<file path="config.mk">
export PLATFORM = sky130hd
export DESIGN_NAME = pc_redirect_ctrl
export DESIGN_NICKNAME = d
export VERILOG_FILES = /design/src/rtl/pc_redirect_ctrl_pkg.sv /design/src/rtl/pc_sat_counter.sv /design/src/rtl/pc_redirect_ctrl.sv
export SDC_FILE = /design/constraint.sdc
export NUM_CORES = 1
export LEC_CHECK = 0
export BUFFER_PORTS_ARGS = -buffer_cell sky130_fd_sc_hd__buf_2
export CAP_MARGIN = 10
export CORE_UTILIZATION = 26
export DETAILED_ROUTE_END_ITERATION = 10
export PLACE_DENSITY = 0.56
export SLEW_MARGIN = 20
export SYNTH_ARGS = -nofsm -noshare
export SYNTH_HDL_FRONTEND = slang
export SYNTH_SLANG_ARGS = --single-unit
export TNS_END_PERCENT = 50
</file>
<file path="constraint.sdc">
create_clock -name clk -period 6.27 [get_ports clk]
set_clock_uncertainty 0.15 [all_clocks]
set_input_delay 1.254 -clock clk [delete_from_list [all_inputs] [get_ports clk]]
set_output_delay 1.254 -clock clk [all_outputs]
set_load 0.005 [all_outputs]
</file>
<file path="src/rtl/pc_redirect_ctrl_pkg.sv">
// Shared definitions for the fetch-PC redirect controller: FSM states, PC step, default reset PC.
package pc_redirect_ctrl_pkg;

  typedef enum logic {
    ST_RUN  = 1'b0,
    ST_PEND = 1'b1
  } pc_state_e;

  localparam logic [31:0] PC_INC           = 32'd4;
  localparam logic [31:0] DEFAULT_RESET_PC = 32'h0000_0000;

  function automatic logic [31:0] word_align(input logic [31:0] addr);
    return {addr[31:2], 2'b00};
  endfunction

endpackage

</file>
<file path="src/rtl/pc_sat_counter.sv">
// Saturating event counter with synchronous active-high reset.
module pc_sat_counter #(
  parameter int W = 16
) (
  input  logic         clk,
  input  logic         rst,
  input  logic         inc,
  output logic [W-1:0] count
);

  logic [W-1:0] r_count;

  always_ff @(posedge clk) begin
    if (rst) begin
      r_count <= '0;
    end else if (inc && (r_count != {W{1'b1}})) begin
      r_count <= r_count + 1'b1;
    end
  end

  assign count = r_count;

endmodule

</file>
<file path="src/rtl/pc_redirect_ctrl.sv">
// Fetch-PC owner and redirect sequencer; a redirect during a busy fetch is parked in a pending slot.
// Optional statistics counters are built when REDIRECT_STATS_EN is defined.
module pc_redirect_ctrl
  import pc_redirect_ctrl_pkg::*;
#(
  parameter logic [31:0] RESET_PC = DEFAULT_RESET_PC,
  parameter int          CNT_W    = 16
) (
  input  logic             clk,
  input  logic             rst,
  input  logic             stall,
  input  logic             imem_ready,
  input  logic             ex_valid,
  input  logic             ex_pc_src,
  input  logic [31:0]      ex_target,
  output logic [31:0]      pc,
  output logic             imem_req,
  output logic             if_id_flush,
  output logic             id_ex_flush,
  output logic             if_id_hold,
`ifdef REDIRECT_STATS_EN
  output logic [CNT_W-1:0] redirect_cnt,
  output logic [CNT_W-1:0] stall_cnt,
`endif
  output logic             misalign_err
);

  pc_state_e   r_state;
  logic [31:0] r_pc;
  logic [31:0] r_pend;
  logic        r_misalign;
  logic        w_redir;
  logic [31:0] w_tgt;

  // Redirects arriving while PEND is outstanding come from wrong-path bubbles and are dropped.
  assign w_redir = ex_valid & ex_pc_src & (r_state == ST_RUN) & ~rst;
  assign w_tgt   = word_align(ex_target);

  always_ff @(posedge clk) begin
    if (rst) begin
      r_state    <= ST_RUN;
      r_pc       <= RESET_PC;
      r_pend     <= '0;
      r_misalign <= 1'b0;
    end else begin
      case (r_state)
        ST_RUN: begin
          if (w_redir) begin
            if (ex_target[1:0] != 2'b00) r_misalign <= 1'b1;
            if (imem_ready) begin
              r_pc <= w_tgt;
            end else begin
              r_pend  <= w_tgt;
              r_state <= ST_PEND;
            end
          end else if (!stall && imem_ready) begin
            r_pc <= r_pc + PC_INC;
          end
        end
        ST_PEND: begin
          if (imem_ready) begin
            r_pc    <= r_pend;
            r_state <= ST_RUN;
          end
        end
        default: r_state <= ST_RUN;
      endcase
    end
  end

  always_comb begin
    if_id_flush = 1'b0;
    id_ex_flush = 1'b0;
    if_id_hold  = 1'b0;
    if (rst) begin
      if_id_flush = 1'b1;
      id_ex_flush = 1'b1;
    end else if (r_state == ST_PEND) begin
      if_id_flush = 1'b1;
    end else if (w_redir) begin
      if_id_flush = 1'b1;
      id_ex_flush = 1'b1;
    end else if (stall) begin
      if_id_hold  = 1'b1;
      id_ex_flush = 1'b1;
    end
  end

  assign imem_req     = ~rst;
  assign pc           = r_pc;
  assign misalign_err = r_misalign;

`ifdef REDIRECT_STATS_EN
  logic w_stall_evt;
  assign w_stall_evt = stall & ~w_redir & ~rst;

  pc_sat_counter #(.W(CNT_W)) u_redirect_cnt (
    .clk   (clk),
    .rst   (rst),
    .inc   (w_redir),
    .count (redirect_cnt)
  );

  pc_sat_counter #(.W(CNT_W)) u_stall_cnt (
    .clk   (clk),
    .rst   (rst),
    .inc   (w_stall_evt),
    .count (stall_cnt)
  );
`else
  // Counter width only matters when the statistics are built.
  if (CNT_W < 1) begin : g_cnt_w_unused
  end
`endif

endmodule

</file>
**Word-level counts from Yosys, hierarchy flattened**

Cells that the tools add are included.
W data, S select, Z words.

- Register bits after elaboration: 64
- Input bits: 38
- Output and inout port bits: 37

- $add $sub $neg: 1
- Equal/unequal tests: 3
- Muxes and demuxes: 18
- Bitwise operators: 6
- Reduce and logical (&&, ||, !) cells: 6

Operator list:

| operator | number |
|---|---|
| $mux W32 | 4 |
| $pmux W32 S2 | 1 |
| $add A32 B3 Y32 const B | 1 |
| $mux W1 | 12 |
| $reduce_and A3 Y1 | 3 |
| $and A1 B1 Y1 | 3 |
| $ne A3 B2 Y1 const B | 1 |
| $ne A3 B3 Y1 const B | 1 |
| $not A1 Y1 | 3 |
| $ne A2 B2 Y1 const B | 1 |
| $pmux W1 S2 | 1 |
| $reduce_bool A2 Y1 | 1 |
| $logic_and A1 B1 Y1 | 1 |
| $logic_not A1 Y1 | 1 |

**Longest topological paths before layout**

Gate-level depths: netlist (run 1).

- Depth in word-level cells: 6
- Mapped depth: 8
- Gate-level depth less buffers: 6

**Worst setup path after synthesis (run 1)**

OpenSTA, ideal clock, no wires.

- Kind: in2out
- Start point: in rst
- End point: out id_ex_flush
- Data arrival time: 2.150 ns
- Data required time: 4.866 ns
- Setup slack: 2.716 ns
- Stages on the path: 5
- Path through: and3b_1 > clkbuf_1 > clkbuf_1 > o21ai_0 > nand2_1

- Word-level cells in the longest chain between the ends: 5

Ends and longest elaborated chain:

| element | RTL line | text |
|---|---|---|
| start: declaration | pc_redirect_ctrl.sv:10 | `input logic rst,` |
| $not A1 Y1 | pc_redirect_ctrl.sv:36 | `assign w_redir = ex_valid & ex_pc_src & (r_state == ST_RUN) & ~rst;` |
| $and A1 B1 Y1 | pc_redirect_ctrl.sv:36 |  |
| $mux W1 | pc_redirect_ctrl.sv:80 | `end else if (w_redir) begin` |
| $mux W1 | pc_redirect_ctrl.sv:78 | `end else if (r_state == ST_PEND) begin` |
| $mux W1 * | pc_redirect_ctrl.sv:75 | `if (rst) begin` |
| end: declaration | pc_redirect_ctrl.sv:19 | `output logic id_ex_flush,` |

Every way passes the cells marked *; elsewhere a longest branch is shown, timed or not.

**Final worst setup path (run 1)**

Same ends and word-level chain as after synthesis.

==> key figures, run 1 <==
Logic synthesis
  – Yosys top cell area share: 0.361
  – Ys flop type: dfxtp_1
  – Most numerous cell in the Yosys netlist: nand2_1
  – Yosys warnings: 0
  – Synth area leaders: dfxtp_1 (36%), nand2_1 (13%), a21oi_1 (8.1%), o21ai_0 (4.1%), clkbuf_1 (3.2%)
  – Area of the mapped netlist: 3440 um2
  – Register area share after synthesis: 0.361
  – Async set-reset flop share out of synthesis: 0
  – Synth unique cells: 62
  – Avg Inst Size Synth: 7.28 um2
  – Synth cell count leaders: nand2_1 (118), dfxtp_1 (62), a21oi_1 (56)
  – Number of synthesized flops with an enable pin: 0
  – Cells after Synth: 473
  – Yosys reg bits: 62
  – Leading area contributor after synthesis: dfxtp_1

Clock network
  – CTS tree: done
  – Clock Latency Late Sink: 0.34 ns
  – Cts repair resizes: 0
  – Hold Buf Count CTS: 0
  – Htree depth: 3
  – CTS Sinks: 62
  – CTS Buffer Depth: 2
  – Setup bufs post-CTS: 0
  – Clock slew at reported path FFs: 0.05 ns
  – Clock Tree Root: clkbuf_16
  – CTS Buf Count: 9

Floorplan
  – Total die area: 13700 um2
  – Initial Util: 0.269
  – Row count: 41
  – X dimension of the die: 117 um
  – Ports: 75
  – Die extent in y: 117 um
  – Core area: 12800 um2

Worst setup path
  – R2R Path Start: pc[5]
  – Crit path capture: id_ex_flush
  – Critical path type: input port to output port
  – R2R depth: 5
  – Crit path DAT: 2.87 ns
  – R2r endpoint: pc[31]
  – Flop2flop setup slack: 3.80 ns
  – Critical path startpoint category: input port
  – CP max FO: 27
  – Setup crit end kind: output port
  – Crit path from: rst
  – Critical path data required time: 4.87 ns

Finish
  – Nets: 562
  – Design area: 4170 um2
  – Filler instances: 1391
  – Non-Filler Instances: 698
  – ANT cells: 0
  – Final design utilization: 0.326
  – Share of layout cells above drive strength 1: 0.202
  – P&R area growth vs syn: 21.2%

Pwr
  – Static Leak: 1.53 nW
  – Peak supply drop: 0.0868 mV
  – Power, Total: 988 uW
  – Power per cell area: 237 nW/um2

STA
  – Worst setup margin: 2.00 ns
  – Period Utilization, post-route: 0.681
  – Slew HR: 0.273
  – Min Clock Period, post-route: 4.27 ns
  – Unrepaired setup endpoints after global routing: no
  – Hold_ws: 0.300 ns
  – Final number of setup-violating endpoints: 0
  – Setup TNS: 0 ns
  – Hold Vio Cnt, Final: 0
  – Slew Limit Fails: 0
  – Least-Margin Pin Slew: 1.09 ns
  – Peak Freq: 0.234 GHz

Drt
  – Post-route antenna net violation count: 0
  – DR iter-0 viols: 324
  – WL per Instance: 16.8 um
  – Via count: 3698
  – Vias per cell: 5.30
  – Residual DRC count: 0
  – First drt pass iteration count: 5
  – Total wire length: 11700 um

Global route
  – Number of global-route vias before repair: 3522
  – First-pass GRT wire length: 18700 um
  – GRT Util Overall: 0.181
  – Largest net degree at the start of global routing: 66
  – Initial antenna violation count: 0
  – Total congestion overflow: 0

Min path
  – Hold Path Class: register to register

Placement
  – Number of port buffers: 72
  – Post-DP HPWL: 8020 um
  – Pre-CTS setup slack: 1.99 ns
  – Gp weighted congestion: 0.815
  – Post-DP Area: 3890 um2
  – Number of instances in the placed design: 684

Run
  – Max_cap viols: 0

Status
  – Status: complete, no violations
[placed cells by master, fill, tap and decap left out, types with 2 or more instances in the layout]
cell type  Yosys  routed
nand3_1       16      16
o221ai_1       3       3
a32o_1         2       2
and4bb_1       2       2
a31oi_1        9       9
a211oi_1       8       8
nor2_1        21      20
and4_1         3       3
inv_1          6       6
o211ai_1       3       3
conb_1         1       2
nor3_1        11      11
nor4b_1        3       3
o32ai_1        2       2
a221oi_1       2       2
o21ai_1        7       7
nand2_1      118     117
and3_1         9       9
nand4_2        2       2
o311ai_0       4       4
nor4_1         9       9
or4_1          3       3
dfxtp_1       62      62
a22o_1         4       4
a21oi_1       56      56
a2bb2oi_1      2       2
xnor2_1        3       3
clkbuf_8       0       3
buf_2          3      72
buf_4          3       5
o21ai_0       28      28
nand2_2        1       2
nor2_2         1       2
a21o_1         2       2
clkbuf_16      0       9
nand4_1        4       4
mux2i_1        3       3
[area by class of cell]
cell class / instances / area, um2 / area share
tap: 172 / 215 / 0.0516
timing repair buffer: 77 / 398 / 0.0954
sequential: 62 / 1240 / 0.298
clock inverter: 1 / 5.00 / 0.00120
multi-input combinational: 365 / 2010 / 0.482
clock buffer: 13 / 270 / 0.0648
inverter: 8 / 30.0 / 0.00720
[registers in the layout, summed over array words and instances (netlist names)]
register,count
pc,30
r_pend,30
misalign_err,1
r_state,1
[power breakdown]
part	leakage (nW)	switching (mW)	internal, mW
sequential	0.502	0.0139	0.406
clock	0.138	0.171	0.294
combinational	0.887	0.0649	0.0375
total	1.53	0.250	0.738
[critical path, cell delays in order]
cell and delay, ns:
buf_2 0.10, and3b_1 0.93, o21ai_0 0.33, nand2_1 0.13
buf_2 0.12
[routing by layer]
metal,vias to the layer above,share of wire,GRT usage
li1,1806,-,-
met1,1744,0.46,0.242
met2,128,0.45,0.275
met3,20,0.069,0.0438
met4,0,0.020,0.0878
met5,-,0,0
[cell families (layout without fill, tap and decap cells)]
group,count (synthesis),after routing,share of synthesized area
simple gates,213,213,0.304
flops,62,62,0.361
xor+xnor,3,3,0.00763
fa+ha+maj,1,1,0.00363
mux,4,4,0.0120
buf+inv,47,99,0.0578
compound gates,142,142,0.254
other cells,1,2,0.00109
[worst min-delay path by stage]
stage / from / endpoint / slack, ns / cells past startpoint
2_1_floorplan: r_pend[29] / r_pend[29] / 0.28 / 2
3_3_place_gp: r_pend[29] / r_pend[29] / 0.29 / 2
4_1_cts: r_pend[29] / r_pend[29] / 0.30 / 2
3_5_place_dp: misalign_err / misalign_err / 0.30 / 2
5_1_grt: misalign_err / misalign_err / 0.32 / 2
6_report: r_pend[29] / r_pend[29] / 0.30 / 2
Note: power is estimated with default switching activity, not from simulation.
==> inputs of run 2 (changes only) <==
--- a/config.mk
+++ b/config.mk
@@ -5,11 +5,12 @@
 export SDC_FILE = /design/constraint.sdc
 export NUM_CORES = 1
 export LEC_CHECK = 0
+export ABC_AREA = 1
 export BUFFER_PORTS_ARGS = -buffer_cell sky130_fd_sc_hd__buf_2
 export CAP_MARGIN = 10
 export CORE_UTILIZATION = 26
 export DETAILED_ROUTE_END_ITERATION = 10
-export PLACE_DENSITY = 0.56
+export PLACE_DENSITY = 0.57
 export SLEW_MARGIN = 20
 export SYNTH_ARGS = -nofsm -noshare
 export SYNTH_HDL_FRONTEND = slang
==> constraint.sdc (replaced) <==
create_clock -name clk -period 3.9 [get_ports clk]
set_clock_uncertainty 0.15 [all_clocks]
set_input_delay 0.78 -clock clk [delete_from_list [all_inputs] [get_ports clk]]
set_output_delay 0.78 -clock clk [all_outputs]
set_load 0.005 [all_outputs]
==> run 2 against run 1 <==
Count of clock-buffer cells in the layout is the same. Setup slack lost 0.83 ns. Largest cell class unchanged. Via count grew 8.5%. Combinational power grew 110%. Critical path depth is the same. First-iteration DRC count shrank 5.6%. Critical path type unchanged. Critical endpoint unchanged. Area after synthesis grew 7.4%.
==> key figures, run 2 <==
Global route
  – GRT Util Overall: 0.180 (-0.00103)
  – Total congestion overflow: 0 (unchanged)
  – Largest net degree at the start of global routing: 41 (-38%)
  – First-pass GRT wire length: 20200 um (+7.9%)
  – Number of global-route vias before repair: 3814 (+8.3%)
  – Initial antenna violation count: 0 (unchanged)

Clock network
  – CTS Sinks: 62 (unchanged)
  – Clock slew at reported path FFs: 0.05 ns (about the same)
  – Setup bufs post-CTS: 0 (unchanged)
  – CTS Buffer Depth: 2 (unchanged)
  – Clock Latency Late Sink: 0.34 ns (about the same)
  – Cts repair resizes: 0 (unchanged)
  – Htree depth: 3 (unchanged)
  – CTS tree: done
  – CTS Buf Count: 9 (unchanged)
  – Clock Tree Root: clkbuf_16
  – Hold Buf Count CTS: 0 (unchanged)

Floorplan
  – Die extent in y: 121 um (+3.6%)
  – Row count: 43 (+4.9%)
  – Total die area: 14700 um2 (+7.3%)
  – Initial Util: 0.266 (-0.00320)
  – Core area: 13900 um2 (+8.7%)
  – X dimension of the die: 121 um (+3.6%)
  – Ports: 75 (unchanged)

Min path
  – Hold Startpoint: r_pend[7]
  – WHS Path Cells: 2 (unchanged)
  – Hold Path Class: register to register

Worst setup path
  – Most frequent CP cell: buf_2
  – R2R Path Start: r_state
  – Critical path depth: 5 (unchanged)
  – Crit path from: rst
  – Crit-path cells: buf_2 -> buf_4 -> inv_1 -> o211ai_1 -> buf_2
  – Top delay family on crit path: buffers and inverters
  – Critical path type: input port to output port
  – Critical path startpoint category: input port
  – Critical path data required time: 2.97 ns (-1.90 ns)
  – Slowest CP cell: buf_4
  – Crit path largest cell delay: 0.35 ns (-0.58 ns)
  – Setup crit end kind: output port
  – Crit path DAT: 1.80 ns (-1.07 ns)
  – R2R depth: 9 (+4)
  – Buf/Inv on CP: 4 (+2)
  – CP max FO: 33 (+22%)

Logic synthesis
  – Avg Inst Size Synth: 6.20 um2 (-15%)
  – Async set-reset flop share out of synthesis: 0 (unchanged)
  – Register area share after synthesis: 0.336 (-0.0248)
  – Cells after Synth: 596 (+26%)
  – Leading area contributor after synthesis: dfxtp_1
  – Yosys reg bits: 62 (unchanged)
  – Most numerous cell in the Yosys netlist: nand2_1
  – Area of the mapped netlist: 3700 um2 (+7.4%)
  – Yosys warnings: 0 (unchanged)
  – Synth cell count leaders: nand2_1 (176), a21oi_1 (75), dfxtp_1 (62)
  – Ys flop type: dfxtp_1
  – Number of synthesized flops with an enable pin: 0 (unchanged)
  – Yosys top cell area share: 0.336 (-0.0248)
  – Synth area leaders: dfxtp_1 (34%), nand2_1 (18%), a21oi_1 (10%), nand3_1 (6.4%), o21ai_0 (6.2%)
  – Synth unique cells: 33 (-47%)

Finish
  – Share of layout cells above drive strength 1: 0.164 (-0.0374)
  – Filler instances: 1593 (+15%)
  – P&R area growth vs syn: 20.6%
  – ANT cells: 0 (unchanged)
  – Nets: 694 (+23%)
  – Commonest non-fill, non-tap cells in the layout: nand2_1 (176), a21oi_1 (75), buf_2 (72), dfxtp_1 (62), nor2_1 (57)
  – Final design utilization: 0.321 (-0.00531)
  – Commonest non-fill, non-tap cell in the layout: nand2_1

Pwr
  – Switching share of power: 0.268 (+0.0144)
  – Power, Total: 1.74 mW (+76%)
  – Clock power frac: 0.465 (-0.007)
  – Static Leak: 1.85 nW (+21%)
  – Power per cell area: 389 nW/um2 (+64%)
  – Switching pwr: 465 uW (+86%)
  – Logic pwr share: 0.126 (+0.022)
  – Seq pwr share: 0.409 (-0.016)
  – Peak supply drop: 0.148 mV (+70%)
  – Pint: 1.27 mW (+72%)

Drt
  – Total wire length: 12500 um (+6.4%)
  – WL per Instance: 14.9 um (-11%)
  – First drt pass iteration count: 5 (unchanged)
  – Vias per cell: 4.79 (-9.6%)
  – Residual DRC count: 0 (unchanged)
  – DR iter-0 viols: 306 (-5.6%)
  – Post-route antenna net violation count: 0 (unchanged)
  – Via count: 4012 (+8.5%)

Placement
  – Number of port buffers: 72 (unchanged)
  – Post-DP HPWL: 8740 um (+9.0%)
  – Gp weighted congestion: 0.835 (+2.5%)
  – Pre-CTS setup slack: 0.954 ns (-1.04 ns)

STA
  – Slew Limit Fails: 0 (unchanged)
  – Worst setup margin: 1.17 ns (-0.831 ns)
  – Hold Vio Cnt, Final: 0 (unchanged)
  – Final number of setup-violating endpoints: 0 (unchanged)
  – Unrepaired setup endpoints after global routing: no
  – Hold_ws: 0.299 ns (-0.00148 ns)
  – Setup TNS: 0 ns (unchanged)
  – Slew HR: 0.608 (+0.335)
  – Period Utilization, post-route: 0.701
  – Min Clock Period, post-route: 2.73 ns
  – Least-Margin Pin Slew: 0.587 ns (-0.503 ns)
  – Peak Freq: 0.366 GHz

Status
  – Status: complete, no violations

Run
  – Max_cap viols: 0 (unchanged)
-- run 2: cell count changes in the layout (fill, tap and decap cells not counted), moves of 7 or more --
cell and delta:
a211oi_1 -7, a21oi_1 +19, a31oi_1 -7, and3_1 -9
inv_1 +44, nand2_1 +59, nand3_1 +31, nand3b_1 +8
nor2_1 +37, nor3_1 -9, nor4_1 -9, o21ai_0 +18
-- run 2: worst min-delay path, stage by stage, from the launching register on --
cell and delay [ns]:
dfxtp_1 0.29, inv_1 0.05, a21oi_1 0.05
-- run 2: kinds of logic after synthesis --
kind of cell / after synthesis / share of synthesized area
and+or+nand+nor: 308 / 0.357
AOI/OAI and AO/OA: 132 / 0.185
buffers and inverters: 84 / 0.0985
DFF: 62 / 0.336
xor gates and xnor gates: 8 / 0.0190
adders and majority gates: 1 / 0.00338
other: 1 / 0.00101
-- run 2: worst paths after layout --
kind | end | slack, ns
worst max-delay path | id_ex_flush | 1.17
worst min-delay path | r_pend[7] | 0.30
worst max register to register | pc[12] | 1.53
worst min register to register | r_pend[7] | 0.30
-- run 2: cell type report --
class | instances | area (um2) | share of cell area
Timing Repair Buffer | 78 | 405 | 0.0909
Multi-Input combinational cell | 451 | 2090 | 0.470
Sequential cell | 62 | 1240 | 0.278
Clock buffer | 13 | 260 | 0.0584
Inverter | 53 | 201 | 0.0452
Tap cell | 180 | 225 | 0.0505
Clock inverter | 1 | 30.0 | 0.00674
-- run 2: power groups by stage --
stage | logic [mW] | clock network [mW] | registers, mW
floorplan | 0.134 | 0 | 0.710
global placement | 0.217 | 0 | 0.724
detailed placement | 0.218 | 0 | 0.723
CTS | 0.220 | 0.827 | 0.710
global route | 0.248 | 0.855 | 0.715
finish | 0.219 | 0.807 | 0.710
-- run 2: per-layer routing --
layer,vias to the layer above,GRT usage,routed length [um]
li1,2050,-,-
met1,1827,0.251,5970
met2,120,0.276,5480
met3,15,0.0362,822
met4,0,0.0610,192
met5,-,0,0
-- run 2: stage by stage --
stage / cells / area (um2)
after floorplan: 597 / 3700
after global placement: 824 / 4170
after detailed placement: 824 / 4170
after CTS: 838 / 4460
after global routing: 838 / 4460
final: 838 / 4460
